`config.mk`:
```
export PLATFORM = sky130hd
export DESIGN_NAME = input_conditioner
export DESIGN_NICKNAME = d
export VERILOG_FILES = /design/src/rtl/input_cond_pkg.sv /design/src/rtl/debounce_fsm.sv /design/src/rtl/input_conditioner.sv
export SDC_FILE = /design/constraint.sdc
export NUM_CORES = 1
export LEC_CHECK = 0
export ABC_AREA = 1
export ABC_CLOCK_PERIOD_IN_PS = 1500
export BUFFER_PORTS_ARGS = -buffer_cell sky130_fd_sc_hd__buf_2
export CAP_MARGIN = 20
export CELL_PAD_IN_SITES_DETAIL_PLACEMENT = 0
export CELL_PAD_IN_SITES_GLOBAL_PLACEMENT = 2
export CORE_ASPECT_RATIO = 1.75
export CORE_MARGIN = 4
export CORE_UTILIZATION = 32
export CTS_CLUSTER_DIAMETER = 120
export DETAILED_ROUTE_END_ITERATION = 6
export GPL_ROUTABILITY_DRIVEN = 0
export MAX_ROUTING_LAYER = met4
export PLACE_DENSITY = 0.72
export SKIP_LAST_GASP = 1
export SYNTH_ARGS = -nofsm -noshare
export SYNTH_HDL_FRONTEND = slang
export SYNTH_SLANG_ARGS = --single-unit
export TNS_END_PERCENT = 5
```
`constraint.sdc`:
```
create_clock -name clock -period 1.5 [get_ports clock]
set_clock_uncertainty 0.15 [all_clocks]
set_input_delay 0.3 -clock clock [delete_from_list [all_inputs] [get_ports clock]]
set_output_delay 0.3 -clock clock [all_outputs]
set_load 0.01 [all_outputs]
```
`src/rtl/input_cond_pkg.sv`:
```
// Shared types and defaults for the push-button input conditioner.
package input_cond_pkg;

    localparam int unsigned DATA_W_DEFAULT          = 7;
    localparam int unsigned DEBOUNCE_CYCLES_DEFAULT = 50000;

    typedef enum logic [1:0] {
        IDLE         = 2'd0,
        PRESS_WAIT   = 2'd1,
        HELD         = 2'd2,
        RELEASE_WAIT = 2'd3
    } debounce_state_t;

endpackage

```
`src/rtl/debounce_fsm.sv`:
```
// Per-button debouncer: requests one press after DEBOUNCE_CYCLES+1 stable-high
// samples, then re-arms only after an equally long stable-low period.
module debounce_fsm
    import input_cond_pkg::*;
#(
    parameter int unsigned DEBOUNCE_CYCLES = DEBOUNCE_CYCLES_DEFAULT,
    parameter int unsigned CNT_W           = $clog2(DEBOUNCE_CYCLES + 1)
) (
    input  logic clock,
    input  logic reset_n,
    input  logic level_in,
    output logic press_req
);

    localparam logic [CNT_W-1:0] CNT_MAX = CNT_W'(DEBOUNCE_CYCLES);
    localparam logic [CNT_W-1:0] CNT_ONE = CNT_W'(1);

    debounce_state_t  state_q, state_d;
    logic [CNT_W-1:0] cnt_q, cnt_d;
    logic             press_d;

    always_ff @(posedge clock or negedge reset_n) begin
        if (!reset_n) begin
            state_q   <= IDLE;
            cnt_q     <= '0;
            press_req <= 1'b0;
        end else begin
            state_q   <= state_d;
            cnt_q     <= cnt_d;
            press_req <= press_d;
        end
    end

    // Counter saturates at CNT_MAX; the transition fires on the sample after it gets there.
    always_comb begin
        state_d = state_q;
        cnt_d   = cnt_q;
        press_d = 1'b0;
        case (state_q)
            IDLE: begin
                if (level_in) begin
                    state_d = PRESS_WAIT;
                    cnt_d   = CNT_ONE;
                end
            end
            PRESS_WAIT: begin
                if (!level_in) begin
                    state_d = IDLE;
                    cnt_d   = '0;
                end else if (cnt_q < CNT_MAX) begin
                    cnt_d = cnt_q + CNT_ONE;
                end else begin
                    state_d = HELD;
                    cnt_d   = '0;
                    press_d = 1'b1;
                end
            end
            HELD: begin
                if (!level_in) begin
                    state_d = RELEASE_WAIT;
                    cnt_d   = CNT_ONE;
                end
            end
            RELEASE_WAIT: begin
                if (level_in) begin
                    state_d = HELD;
                    cnt_d   = '0;
                end else if (cnt_q < CNT_MAX) begin
                    cnt_d = cnt_q + CNT_ONE;
                end else begin
                    state_d = IDLE;
                    cnt_d   = '0;
                end
            end
            default: begin
                state_d = IDLE;
                cnt_d   = '0;
            end
        endcase
    end

endmodule

```
`src/rtl/input_conditioner.sv`:
```
// Debounces Next/Done buttons into single-cycle strobes and captures the data
// switches on each accepted Next press.
module input_conditioner
    import input_cond_pkg::*;
#(
    parameter int unsigned DATA_W          = DATA_W_DEFAULT,
    parameter int unsigned DEBOUNCE_CYCLES = DEBOUNCE_CYCLES_DEFAULT,
    parameter int unsigned CNT_W           = $clog2(DEBOUNCE_CYCLES + 1)
) (
    input  logic              clock,
    input  logic              reset_n,
    input  logic              next_sync,
    input  logic              done_sync,
    input  logic [DATA_W-1:0] data_sync,
    output logic              next_pulse,
    output logic              done_pulse,
    output logic [DATA_W-1:0] data_out,
    output logic              data_valid
);

    logic next_req;
    logic done_req;

    debounce_fsm #(
        .DEBOUNCE_CYCLES (DEBOUNCE_CYCLES),
        .CNT_W           (CNT_W)
    ) u_next_db (
        .clock     (clock),
        .reset_n   (reset_n),
        .level_in  (next_sync),
        .press_req (next_req)
    );

    debounce_fsm #(
        .DEBOUNCE_CYCLES (DEBOUNCE_CYCLES),
        .CNT_W           (CNT_W)
    ) u_done_db (
        .clock     (clock),
        .reset_n   (reset_n),
        .level_in  (done_sync),
        .press_req (done_req)
    );

    // Done wins a same-cycle collision; the Next request is dropped outright.
    always_ff @(posedge clock or negedge reset_n) begin
        if (!reset_n) begin
            next_pulse <= 1'b0;
            done_pulse <= 1'b0;
            data_out   <= '0;
            data_valid <= 1'b0;
        end else begin
            next_pulse <= next_req & ~done_req;
            done_pulse <= done_req;
            if (done_req) begin
                data_valid <= 1'b0;
            end else if (next_req) begin
                data_valid <= 1'b1;
                data_out   <= data_sync;
            end
        end
    end

endmodule

```
==> impl_metrics.csv, run 1 <==
group,metric,value,unit
run_status,status,"completed",
detailed_routing,vias_per_cell,4.70,
sta,timing.fmax,695,MHz
power,vdd_drop_max,0.664,mV
detailed_routing,totalWireLength,7060,um
grt,antenna_found_initial,0,
detailed_routing,first_pass_iters,6,
detailed_routing,drc,0,
clocking,cts_root_buf,"clkbuf_16",
clocking,cts_tree,"done",
final_layout,drive_gt1_frac,0.328,
sta,finalCritPeriodShare,0.959,
sta,whs,0.0519,ns
power,leakagePower,1.69,nW
final_layout,antenna_cells,0,
worst_setup_path,crit_slowest_cell,"dfrtp_1",
detailed_routing,ant_nets,0,
clocking,insertion_delay,0.29,ns
synthesis,yosysTopAreaCellShare,0.462,
die,row_count,43,
job,maxCapViolCount,0,
synthesis,synthTopCellsByArea,"dfrtp_1, nand2_1, nand3_1",
power,clkPwrFrac,0.334,
synthesis,yosysUniqueCellTypes,31,
power,power.density,974,nW/um^2
sta,hold_viol_final,0,
clocking,htree_levels,2,
worst_setup_path,path_delay_family,"simple AND/OR/NAND/NOR gates",
worst_setup_path,crit_fanout,4,
grt,grt_use_total,0.159,
sta,post-route-min-period,1.44,ns
synthesis,synthesis.area,2600,sq um
worst_setup_path,path_class,"register to register",
synthesis,synth_area_leader_cell,"dfrtp_1",
worst_setup_path,required,1.59,ns
synthesis,synth_edf_count,0,
final_layout,fin_area,3550,sq um
final_layout,syn2layout_area_growth,36.4,%
clocking,path_clk_slew,0.07,ns
synthesis,syn_inst,338,
final_layout,reg_top3,"u_done_db.cnt_q: 16 flops, u_next_db.cnt_q: 16 flops, data_out: 7 flops",
worst_setup_path,critPathBufInv,0,
clocking,cts_buffers,5,
sta,final_max_slew_viol_count,0,
die,die_area,9700,sq um
worst_setup_path,worstPathCellList,"ha_2 > nand2_2 > nor2_4 > nand3_2 > o21bai_1 > nand3_1 > nand2_1",
placement,dpl-instance-area,3220,sq um
sta,setup_viol,0,
placement,dp_hpwl,5360,um
worst_setup_path,end_kind,"register",
power,power.internal,2.39,mW
power,seqPwrFrac,0.411,
synthesis,synth_seq_cells,48,
sta,relSlewSlack,0.755,
worst_setup_path,slowest_delay,0.39,ns
die,die_w,76.2,um
min_path,hold_class,"input pin to register",
clocking,cts_sinks,48,
synthesis,synth_flop_cell,"dfrtp_1",
die,chipHeight,127,um
grt,grt_pass1_vias,2422,
sta,grt_setup_unrepaired,"true",
sta,worst_pin_slew,0.367,ns
placement,io_buffers,20,
synthesis,ys_warn_count,0,
synthesis,syn_area_per_cell,7.70,sq um
synthesis,yosysSeqAreaShare,0.462,
synthesis,syn-num-nets,351,
detailed_routing,drt-initial-drc-count,62,
die,ios,21,
synthesis,async_flop_share,1.00,
power,swShare,0.309,
clocking,clk_path_buf_depth,2,
power,combPwrFrac,0.255,
detailed_routing,route.vias.total,2416,
worst_setup_path,cp-start-kind,"register",
detailed_routing,wl_per_cell,13.7,um
die,start_util,0.329,
grt,grt_max_degree,36,
die,coreArea,7910,sq um
worst_setup_path,arrival,1.53,ns
power,p_sw,1.07,mW
grt,overflow,0,
final_layout,fin_nets,436,
grt,grt_pass1_wl,11800,um
-- stage by stage --
| stage | utilization | total power [mW] | TNS [ns] | setup slack, ns | cells |
|---|---|---|---|---|---|
| after CTS | 0.428 | 3.43 | -0.0236 | -0.0159 | 506 |
| after global routing | 0.449 | 3.66 | -0.425 | -0.0630 | 514 |
| after detailed placement | 0.407 | 2.24 | -0.377 | -0.103 | 497 |
| after global placement | 0.407 | 2.23 | -0.140 | -0.0648 | 497 |
| after floorplan | - | 1.83 | 0 | 0.0786 | 338 |
| final | 0.449 | 3.46 | 0 | 0.0620 | 514 |
-- cell usage in the layout, fill, tap and decap left out, drive strengths merged --
master / count
a21oi: 6
ha: 2
nand2: 129
dlygate4sd3: 1
clkinvlp: 2
dfrtp: 48
inv: 36
buf: 80
o22ai: 6
nor2: 35
o21bai: 6
nor3: 4
o21ai: 16
clkinv: 2
clkbuf: 5
nand3b: 2
nand3: 30
or2: 1
nand4: 3
xor2: 8
xnor2: 2
-- area by class of cell --
cell class	instances	area, sq um
sequential	48	1200
clock buffer	5	125
timing repair buffer	81	609
inverter	37	140
clock inverter	3	23.8
multi-input combinational	250	1340
fill	822	4360
tap	90	113
-- repair_timing --
action                     in CTS  in global routing
hold endpoints to repair       13                  0
hold buffers                    1                  0
pin swaps                       0                  8
setup endpoints to repair       8                 35
gates resized for setup         3                 37
setup buffers                   0                  8
-- tightest hold or removal path, cell delays in order --
cell     delay [ns]
buf_2          0.07
nand2_1        0.04
nand2_1        0.05
-- final timing paths --
| kind | startpoint | end | cells past startpoint | slack [ns] |
|---|---|---|---|---|
| hold reg to reg | u_done_db.press_req | done_pulse | 0 | 0.28 |
| hold / removal | data_sync[3] | data_out[3] | 3 | 0.05 |
| setup reg to reg | u_done_db.cnt_q[0] | u_done_db.cnt_q[14] | 7 | 0.06 |
| max in group asynchronous | reset_n | u_done_db.cnt_q[2] | 3 | 0.37 |
| setup / recovery | u_done_db.cnt_q[0] | u_done_db.cnt_q[14] | 7 | 0.06 |
| min in group asynchronous | reset_n | next_pulse | 2 | 0.29 |
-- cells in the mapped netlist, types with 2 or more instances --
master,count
o21ai_1,2
nand3_2,2
nor3_1,3
o22ai_1,2
nor2_2,4
nor2_1,30
xor2_1,8
a21oi_1,5
nand2_2,5
buf_6,2
o21ai_0,13
nand2_1,123
o21bai_1,4
o22ai_2,4
ha_1,2
inv_1,36
nand4_1,3
nand3_1,28
dfrtp_1,48
nand3b_1,2
xnor2_1,2
-- cell families after synthesis --
kind of cell	Yosys count	share of synthesized area
AND/OR/NAND/NOR	204	0.338
flip-flops	48	0.462
buffers and inverters	40	0.0644
AO/OA/AOI/OAI	34	0.0923
XOR/XNOR	10	0.0337
adder cells (fa/ha/maj)	2	0.00961
-- power by group through the flow --
stage          sequential, mW  clock (mW)  combinational [mW]
4_1_cts                  1.41        1.21               0.806
2_1_floorplan            1.45           0               0.382
3_5_place_dp             1.44           0               0.800
5_1_grt                  1.43        1.26               0.964
6_report                 1.42        1.16               0.882
3_3_place_gp             1.43           0               0.797
-- layer usage --
layer	part of all wire	track usage	vias up
li1	-	-	1242
met1	0.38	0.163	1124
met2	0.54	0.276	29
met3	0.019	0.0296	21
met4	0.055	0.102	0
met5	0	-	-
No activity file was read; power rests on OpenSTA's default activity.
==> inputs of run 2 (changes only) <==
--- a/config.mk
+++ b/config.mk
@@ -5,7 +5,6 @@
 export SDC_FILE = /design/constraint.sdc
 export NUM_CORES = 1
 export LEC_CHECK = 0
-export ABC_AREA = 1
 export ABC_CLOCK_PERIOD_IN_PS = 1500
 export BUFFER_PORTS_ARGS = -buffer_cell sky130_fd_sc_hd__buf_2
 export CAP_MARGIN = 20
@@ -13,12 +12,12 @@
 export CELL_PAD_IN_SITES_GLOBAL_PLACEMENT = 2
 export CORE_ASPECT_RATIO = 1.75
 export CORE_MARGIN = 4
-export CORE_UTILIZATION = 32
+export CORE_UTILIZATION = 34
 export CTS_CLUSTER_DIAMETER = 120
 export DETAILED_ROUTE_END_ITERATION = 6
 export GPL_ROUTABILITY_DRIVEN = 0
 export MAX_ROUTING_LAYER = met4
-export PLACE_DENSITY = 0.72
+export PLACE_DENSITY = 0.7
 export SKIP_LAST_GASP = 1
 export SYNTH_ARGS = -nofsm -noshare
 export SYNTH_HDL_FRONTEND = slang
==> run 2 against run 1 <==
The run now ends with setup timing left. Cell count shrank 18%. Hold slack gained 0.034 ns. Sequential power is essentially flat. Routed wire length shrank 9.2%. Clock power grew 27%. Sequential share of layout area grew 1.5 points. Critical path type unchanged.
==> impl_metrics.csv, run 2 <==
group,metric,value,unit
job,maxCapViolCount,0,
placement,dp.cells,409,
worst_setup_path,ff2ff_setup_slack,-0.36,ns
placement,dp_hpwl,4870,um
sta,relSlewSlack,0.618,
synthesis,yosysSeqAreaShare,0.496,
worst_setup_path,cp-start-kind,"register",
detailed_routing,drt-initial-drc-count,89,
synthesis,yosysUniqueCellTypes,48,
final_layout,fin_nets,348,
sta,finalCritPeriodShare,1.24,
final_layout,finalNonFillerCells,420,
synthesis,syn_inst,244,
detailed_routing,totalWireLength,6410,um
final_layout,drive_gt1_frac,0.384,
grt,antenna_found_initial,0,
sta,hold_viol_final,0,
clocking,cts_sinks,48,
worst_setup_path,path_delay_family,"simple AND/OR/NAND/NOR gates",
power,power.density,1160,nW/um^2
sta,post-route-min-period,1.86,ns
worst_setup_path,end_kind,"register",
final_layout,final_util,0.491,
worst_setup_path,crit_slowest_cell,"or3_2",
detailed_routing,vias_per_cell,5.20,
worst_setup_path,arrival,1.92,ns
worst_setup_path,crit_fanout,4,
clocking,clk_path_buf_depth,2,
sta,worst_pin_slew,0.572,ns
detailed_routing,wl_per_cell,15.3,um
worst_setup_path,required,1.56,ns
die,start_util,0.351,
die,chipHeight,120,um
power,vdd_drop_max,0.730,mV
sta,final_max_slew_viol_count,0,
grt,grt_pass1_wl,11000,um
detailed_routing,first_pass_iters,4,
synthesis,ys_warn_count,0,
grt,overflow,0,
worst_setup_path,worstPathCellList,"nor4_4 > o211ai_2 > buf_4 > or3_2 > a31oi_1",
final_layout,reg_top3,"u_done_db.cnt_q: 16 flops, u_next_db.cnt_q: 16 flops, data_out: 7 flops",
clocking,cts_tree,"done",
detailed_routing,drc,0,
worst_setup_path,path_class,"register to register",
min_path,hold_class,"input pin to register",
final_layout,final_common_cell,"buf_4",
grt,grt_use_total,0.168,
synthesis,synth_edf_count,0,
synthesis,synthTopCellsByArea,"dfrtp_1, mux2_2, nand2_1",
grt,grt_max_degree,49,
synthesis,async_flop_share,1.00,
die,row_count,40,
clocking,insertion_delay,0.29,ns
detailed_routing,route.vias.total,2185,
final_layout,antenna_cells,0,
placement,io_buffers,20,
clocking,htree_levels,2,
detailed_routing,ant_nets,0,
synthesis,yosysMostFrequentCell,"dfrtp_1",
run_status,status,"finished with violations",
sta,grt_setup_unrepaired,"true",
final_layout,syn2layout_area_growth,40.0,%
sta,setup_viol,35,
worst_setup_path,critPathBufInv,1,
grt,grt_pass1_vias,2384,
synthesis,yosysTopAreaCellShare,0.496,
synthesis,synth_common_cells,"dfrtp_1, nand2_1, nor2_1",
synthesis,syn-num-nets,257,
die,coreArea,6910,sq um
sta,timing.fmax,537,MHz
run_status,violations,"setup timing",
clocking,cts_buffers,5,
synthesis,synth_flop_cell,"dfrtp_1",
synthesis,synth_seq_cells,48,
final_layout,final_cell_mix,"buf_4, dfrtp_1, nand2_1",
sta,whs,0.0860,ns
placement,pre_cts_ws,-0.452,ns
sta,setup_ws,-0.363,ns
die,die_w,71.8,um
power,leakagePower,1.62,nW
clocking,cts_root_buf,"clkbuf_16",
die,die_area,8590,sq um
die,ios,21,
synthesis,synth_area_leader_cell,"dfrtp_1",
clocking,path_clk_slew,0.07,ns
synthesis,syn_area_per_cell,9.93,sq um
worst_setup_path,slowest_delay,0.48,ns
synthesis,synthesis.area,2420,sq um
## run 2: changes by cell type in the layout (fill, tap and decap cells not counted), moves of 8 or more
| cell | delta |
|---|---|
| buf_4 | +12 |
| nand3_1 | -8 |
| mux2_2 | +8 |
| inv_1 | -30 |
| a31oi_1 | +11 |
| nand2_1 | -90 |
| nand2_2 | -11 |
| a21oi_1 | +11 |
## run 2: logic make-up after synthesis
logic type,synth area share
compound gates,0.180
xor+xnor,0.0103
fa+ha+maj,0.0103
buf+inv,0.0217
flops,0.496
mux,0.0501
simple gates,0.231
## run 2: timing repair
action                                  CTS  global route
hold endpoints to repair                 48             0
hold buffers                              1             0
pin swaps                                 6             2
gates resized for setup                   4             3
endpoints found under the setup margin   36            36
setup buffers                             0             2
## run 2: area by class of cell
class	instances	area (sq um)
sequential	48	1200
clock buffer	5	125
inverter	3	11.3
tap	84	105
clock inverter	3	68.8
timing repair buffer	92	688
multi-input combinational	185	1190
fill	690	3510
## run 2: power breakdown
| part | switching (mW) | leakage, nW | internal (mW) |
|---|---|---|---|
| logic | 0.514 | 0.879 | 0.514 |
| clock network | 0.509 | 0.0944 | 0.962 |
| registers | 0.0651 | 0.646 | 1.39 |
## run 2: per-layer routing
layer | vias to the layer above | share of wire | global-route usage
li1 | 1084 | - | -
met1 | 1066 | 0.36 | 0.153
met2 | 21 | 0.59 | 0.325
met3 | 14 | 0.015 | 0.0251
met4 | 0 | 0.025 | 0.0800
met5 | - | 0 | -
## run 2: through the flow
stage               power, mW  TNS, ns  cell area (sq um)
finish                   3.95    -8.78               3390
CTS                      3.99    -9.15               3370
detailed placement       2.48   -10.58               3150
global route             4.18   -12.99               3390
global placement         2.46    -9.63               3150
floorplan                2.00    -7.51               2440
## run 2: worst reg2reg max path, cell delays in order, from the launching register on
cell and delay, ns:
dfrtp_1 0.41, nor4_4 0.32, o211ai_2 0.13, buf_4 0.17, or3_2 0.48, a31oi_1 0.13
## run 2: final timing paths
path | to | depth (start not counted) | from
setup / recovery | u_done_db.cnt_q[3] | 5 | u_done_db.cnt_q[11]
hold / removal | data_out[6] | 2 | data_sync[6]
setup reg to reg | u_done_db.cnt_q[3] | 5 | u_done_db.cnt_q[11]
hold reg to reg | done_pulse | 0 | u_done_db.press_req
max in group asynchronous | u_done_db.cnt_q[4] | 3 | reset_n
min in group asynchronous | u_done_db.press_req | 3 | reset_n
